==> src/rtl/cpu_req_gen.sv <==
// CPU-side request generator: each synchronized rising edge of trig issues the next fixed-pattern request.
// Latency: cs rises on the 2nd clk edge that samples trig high; no backpressure, rises during a request are dropped.
module cpu_req_gen #(
  parameter int unsigned CS_HOLD = 1,
  parameter bit          LOOP    = 1'b1
) (
  input  logic        clk,
  input  logic        rst,
  input  logic        trig,
  output logic [15:0] Address,
  output logic        wr_rd,
  output logic        cs,
  output logic [7:0]  DOut
);

  typedef enum logic [1:0] {IDLE, REQ, DONE} state_t;

  localparam logic [3:0] HOLD_INIT = 4'(CS_HOLD - 1);

  state_t      state;
  logic        s1;
  logic        s2;
  logic        rise;
  logic [2:0]  idx;
  logic [3:0]  hold_cnt;
  logic [15:0] tbl_addr;
  logic        tbl_wr;
  logic [7:0]  tbl_dat;

  assign rise = s1 & ~s2;

  always_comb begin
    tbl_addr = 16'h0000;
    tbl_wr   = 1'b0;
    tbl_dat  = 8'h00;
    case (idx)
      3'd0: begin tbl_addr = 16'h0000; tbl_wr = 1'b1; tbl_dat = 8'h11; end
      3'd1: begin tbl_addr = 16'h0000; tbl_wr = 1'b0; end
      3'd2: begin tbl_addr = 16'h0102; tbl_wr = 1'b1; tbl_dat = 8'h22; end
      3'd3: begin tbl_addr = 16'h0102; tbl_wr = 1'b0; end
      3'd4: begin tbl_addr = 16'h1100; tbl_wr = 1'b0; end
      3'd5: begin tbl_addr = 16'h1100; tbl_wr = 1'b1; tbl_dat = 8'h33; end
      3'd6: begin tbl_addr = 16'h0000; tbl_wr = 1'b0; end
      3'd7: begin tbl_addr = 16'h1100; tbl_wr = 1'b0; end
      default: ;
    endcase
  end

  always_ff @(posedge clk or negedge rst) begin
    if (!rst) begin
      s1       <= 1'b0;
      s2       <= 1'b0;
      state    <= IDLE;
      idx      <= 3'd0;
      hold_cnt <= 4'd0;
      Address  <= 16'h0000;
      wr_rd    <= 1'b0;
      cs       <= 1'b0;
      DOut     <= 8'h00;
    end else begin
      s1 <= trig;
      s2 <= s1;
      case (state)
        IDLE: begin
          if (rise) begin
            Address  <= tbl_addr;
            wr_rd    <= tbl_wr;
            DOut     <= tbl_wr ? tbl_dat : 8'h00;
            cs       <= 1'b1;
            hold_cnt <= HOLD_INIT;
            state    <= REQ;
          end
        end
        REQ: begin
          // A rise seen here, including on the exit edge, is intentionally lost.
          if (hold_cnt == 4'd0) begin
            cs <= 1'b0;
            if (idx == 3'd7 && !LOOP) begin
              state <= DONE;
            end else begin
              idx   <= idx + 3'd1;
              state <= IDLE;
            end
          end else begin
            hold_cnt <= hold_cnt - 4'd1;
          end
        end
        DONE: cs <= 1'b0;
        default: state <= IDLE;
      endcase
    end
  end

endmodule

==> config.mk <==
export PLATFORM = sky130hd
export DESIGN_NAME = cpu_req_gen
export DESIGN_NICKNAME = d
export VERILOG_FILES = /design/src/rtl/cpu_req_gen.sv
export SDC_FILE = /design/constraint.sdc
export NUM_CORES = 1
export LEC_CHECK = 0
export ABC_AREA = 1
export BUFFER_PORTS_ARGS = -buffer_cell sky130_fd_sc_hd__buf_2
export CAP_MARGIN = 20
export CORE_MARGIN = 10
export CORE_UTILIZATION = 45
export CTS_BUF_LIST = sky130_fd_sc_hd__clkbuf_4 sky130_fd_sc_hd__clkbuf_8
export DETAILED_ROUTE_END_ITERATION = 8
export MAX_ROUTING_LAYER = met4
export PLACE_DENSITY = 0.75
export SLEW_MARGIN = 20
export SYNTH_ARGS = -nofsm -noshare
export SYNTH_HDL_FRONTEND = slang
export SYNTH_SLANG_ARGS = --single-unit
==> constraint.sdc <==
create_clock -name clk -period 1.3 [get_ports clk]
set_clock_uncertainty 0.15 [all_clocks]
set_input_delay 0.065 -clock clk [delete_from_list [all_inputs] [get_ports clk]]
set_output_delay 0.065 -clock clk [all_outputs]
set_load 0.02 [all_outputs]
## Word level (Yosys, flattened, before mapping)

Cells that the tools add are included.

| operators by class | value |
|---|---|
| add/sub/neg operators | 2 |
| eq/ne operators | 12 |
| muxes and demuxes | 13 |
| bitwise gates (word level) | 3 |
| reduce and logical (&&, ||, !) cells | 15 |

Operator list:

| kind | count |
|---|---|
| $pmux 16 s3 | 1 |
| $pmux 6 s3 | 1 |
| $eq 3x3->1 const B | 4 |
| $reduce_and 3->1 | 3 |
| $reduce_or 3->1 | 3 |
| $mux 4 | 2 |
| $mux 8 | 1 |
| $pmux 4 s2 | 1 |
| $eq 3x2->1 const B | 2 |
| $ne 2x2->1 const B | 3 |
| $pmux 2 s3 | 1 |
| $reduce_or 5->1 | 1 |
| $logic_not 4->1 | 1 |
| $mux 2 | 2 |
| $reduce_and 2->1 | 2 |
| $sub 4x1->4 const B | 1 |
| $add 3x1->3 const B | 1 |
| $eq 3x1->1 const B | 1 |
| $logic_not 3->1 | 1 |
| $pmux 1 s3 | 1 |
| $reduce_bool 3->1 | 1 |
| $eq 2x1->1 const B | 1 |
| $eq 2x2->1 const B | 1 |
| $logic_not 2->1 | 1 |
| other kinds (6) | 8 |

| storage, ports and cells | value |
|---|---|
| register bits | 37 |
| input port bits | 3 |
| output and inout port bits | 26 |

## Depth between registers and ports, before layout

| logic depth | value |
|---|---|
| word-level depth | 4 |
| depth in mapped cells | 7 |
| gate-level depth less buffers | 7 |

## Least setup slack after synthesis

No wires, ideal clock.

| path | value |
|---|---|
| kind | reg2reg |
| start | register idx[1] |
| end | register DOut[1] |
| library setup time | 0.065 ns |
| data arrival time | 1.135 ns |
| slack | -0.050 ns |
| cell stages (with the launch flop) | 7 |
| period minus slack after synthesis | 1.350 ns |
| cell sequence | dfrtp_1 -> ha_1 -> ha_1 -> nor2_1 -> and2_4 -> nand3_1 -> nand2_1 |

| on the way | value |
|---|---|
| longest elaborated chain between the ends | 4 |
| elaborated cells on any way between the ends | 13 |

RTL lines:

| item | line | text |
|---|---|---|
| from (decl) | 24 | `logic [2:0] idx;` |
| from (signal assigned) | 81 | `idx <= idx + 3'd1;` |
| $eq 3x3->1 (tied with other cells) | 36 | `case (idx)` |
| $reduce_or 5->1 (no source line) / $reduce_or 3->1 (equally long branches) | -- |  |
| $pmux 1 s2 | 36 |  |
| $mux 8 * | 68 | `DOut <= tbl_wr ? tbl_dat : 8'h00;` |
| to (signal assigned) | 68 |  |
| to (decl) | 13 | `output logic [7:0] DOut` |

Every way passes the cells marked *; elsewhere a longest branch is shown, timed or not.
A chain may end at the register's enable or synchronous reset.

## Worst setup path after layout

| path | value |
|---|---|
| start | register idx[0] |
| end | register DOut[1] |

The elaborated chain is that of the path after synthesis.

==> flow_summary_export.csv <==
group,metric,value,unit
critical_path,start_kind,"flop",
pwr,power_density,1780,nW/um2
timing,fmax,0.724,GHz
final_layout,layout-drive-gt1-share,0.366,
drt,drt_iter0_markers,19,
drt,finalWirelength,2040,um
global_routing,grt_pass1_wl,3080,um
timing,rsz0062_at_grt,"true",
final_layout,layout_common_cells,"29 x nand2_1, 17 x conb_1, 14 x dfrtp_1",
place,dp_hpwl,1460,um
synth,avgSynthCellArea,8.39,um2
timing,fin_setup_tns,-0.209,ns
clocking,cts_sinks,16,
drt,wl_met1,819,um
drt,ant_nets,0,
final_layout,num-fill-cells,170,
critical_path,path_max_fanout,3,
timing,slew_viol_final,0,
drt,met2_length,961,um
clocking,cts-buffers-inserted,3,
critical_path,critical_path_buf_inv_count,0,
final_layout,multiInputGateArea,527,um2
clocking,ctsHtreeMaxLevel,1,
flow_run,maxCapViolCount,0,
drt,vias,748,
global_routing,grt_use_total,0.0907,
die,io_pins,29,
critical_path,path_cells,"ha_4 > ha_4 > nor2_2 > and2_4 > nand3_1 > nand2_1",
die,core,2000,um2
synth,synth_top_cell_by_area,"dfrtp_1",
synth,yosysTopAreaCellShare,0.411,
critical_path,critPathSlowestCell,"dfrtp_2",
drt,drc,0,
final_layout,syn2layout_area_growth,24.3,%
global_routing,antenna_found_initial,0,
die,die_x,66.5,um
die,die_area,4420,um2
die,die_y,66.5,um
die,start_util,0.486,
timing,layout_min_cycle_time,1.38,ns
timing,finalWorstSetupSlack,-0.0804,ns
global_routing,overflow,0,
critical_path,crit_arrival,1.47,ns
synth,yosys-top-cells-area,"dfrtp_1 41%, buf_4 15%, nand2_1 12%",
timing,hold_violations,0,
place,io_buffer_count,11,
critical_path,cp_common_cell,"ha_4",
outcome,violations,"setup timing",
critical_path,required,1.38,ns
place,place.gp.congestion,0.866,
synth,synth-seq-cells,16,
drt,viasPerCell,4.43,
critical_path,crit_family,"flip-flops",
timing,setup_viol,3,
min_path,hp-class,"input port to asynchronous set/reset pin",
drt,route.detailed.wl_per_inst,12.1,um
drt,top_layer_used,"met4",
critical_path,cp-end-kind,"flop",
clocking,cts_root_buf,"clkbuf_4",
clocking,worstSkewPairLatency,0.29,ns
pwr,peakVddDrop,1.10,mV
synth,yosys_warnings,0,
clocking,cts_tree,"built",
synth,ys_seq_area_frac,0.411,
timing,whs,0.0542,ns
synth,syn_inst,116,
clocking,path_clk_slew,0.09,ns
final_layout,num_antenna_cells,0,
final_layout,fin_nets,154,
timing,fin_crit_sh,1.06,
synth,synth_area,973,um2
synth,ys_types,17,
drt,drt_pass1_iterations,5,
pwr,p_leak,0.000678,uW
global_routing,grt_pass1_vias,743,
die,rows,16,
outcome,status,"finished, violations left",
clocking,clockBufferDepth,2,
critical_path,critPathKind,"flop to flop",
global_routing,grt_max_degree,17,
final_layout,mostFrequentLayoutCell,"nand2_1",
critical_path,max_stage_delay,0.45,ns
drt,wl_met3,196,um
final_layout,register_area,403,um2
-- power breakdown --
group          internal [uW]  leakage, uW  switching [uW]
sequential               631     0.000202             123
clock                    171    0.0000210             157
combinational            471     0.000454             598
total                   1270     0.000678             878
-- cell type report --
type                       instances  share of cell area
sequential                        16               0.333
timing repair buffer              26               0.143
inverter                          10              0.0310
clock buffer                       4              0.0300
tap                               27              0.0279
multi-input combinational         86               0.435
-- cells by family after synthesis --
| logic type | Yosys count | share of synthesized area |
|---|---|---|
| fa+ha+maj | 8 | 0.103 |
| other cells | 1 | 0.00385 |
| compound gates | 3 | 0.0180 |
| simple gates | 56 | 0.253 |
| xor+xnor | 2 | 0.0180 |
| buf+inv | 30 | 0.193 |
| flops | 16 | 0.411 |
-- timing repair --
action	4_1_cts	5_1_grt
endpoints found under the setup margin	7	11
hold buffers	2	0
gates resized for setup	10	11
endpoints found under the hold margin	17	0
pin swaps	6	7
setup buffers	0	2
-- stage by stage --
step | util | instance area, um2 | power, uW | setup WS, ns | std cells
4_1_cts | 0.579 | 1160 | 2100 | -0.0909 | 167
3_3_place_gp | 0.529 | 1060 | 1610 | -0.0859 | 161
6_report | 0.604 | 1210 | 2150 | -0.0804 | 169
3_5_place_dp | 0.529 | 1060 | 1650 | -0.104 | 161
5_1_grt | 0.604 | 1210 | 2310 | -0.136 | 169
2_1_floorplan | - | 1040 | 1370 | -0.00524 | 132
-- Yosys cell counts --
master,number
o21a_1,1
nand3_2,2
buf_4,20
nand3_1,9
nand2_2,2
xor2_1,2
o21ai_1,1
inv_1,8
nor2_1,10
nand2_1,31
ha_1,8
nor2_2,1
conb_1,1
and2_4,1
inv_2,2
dfrtp_1,16
o21ai_0,1
-- worst paths after layout --
path | cells past startpoint | endpoint | start | slack, ns
worst max register to register | 6 | DOut[1] | idx[0] | -0.08
min in group clk | 2 | s1 | trig | 0.26
worst min register to register | 0 | s2 | s1 | 0.28
max in group asynchronous | 2 | idx[1] | rst | 0.67
worst max-delay path | 6 | DOut[1] | idx[0] | -0.08
worst min-delay path | 2 | Address[1] | rst | 0.05
-- layer usage --
layer	vias to the layer above	global-route usage
met5	-	-
met4	0	0.0550
met3	8	0.0351
met2	32	0.147
met1	338	0.0905
li1	370	-
-- state kept, by name (all words and copies together), names as in the netlist --
signal / cells
DOut: 2
state: 1
s2: 1
wr_rd: 1
idx: 3
hold_cnt: 4
Address: 3
s1: 1
No activity file was read; power rests on OpenSTA's default activity.
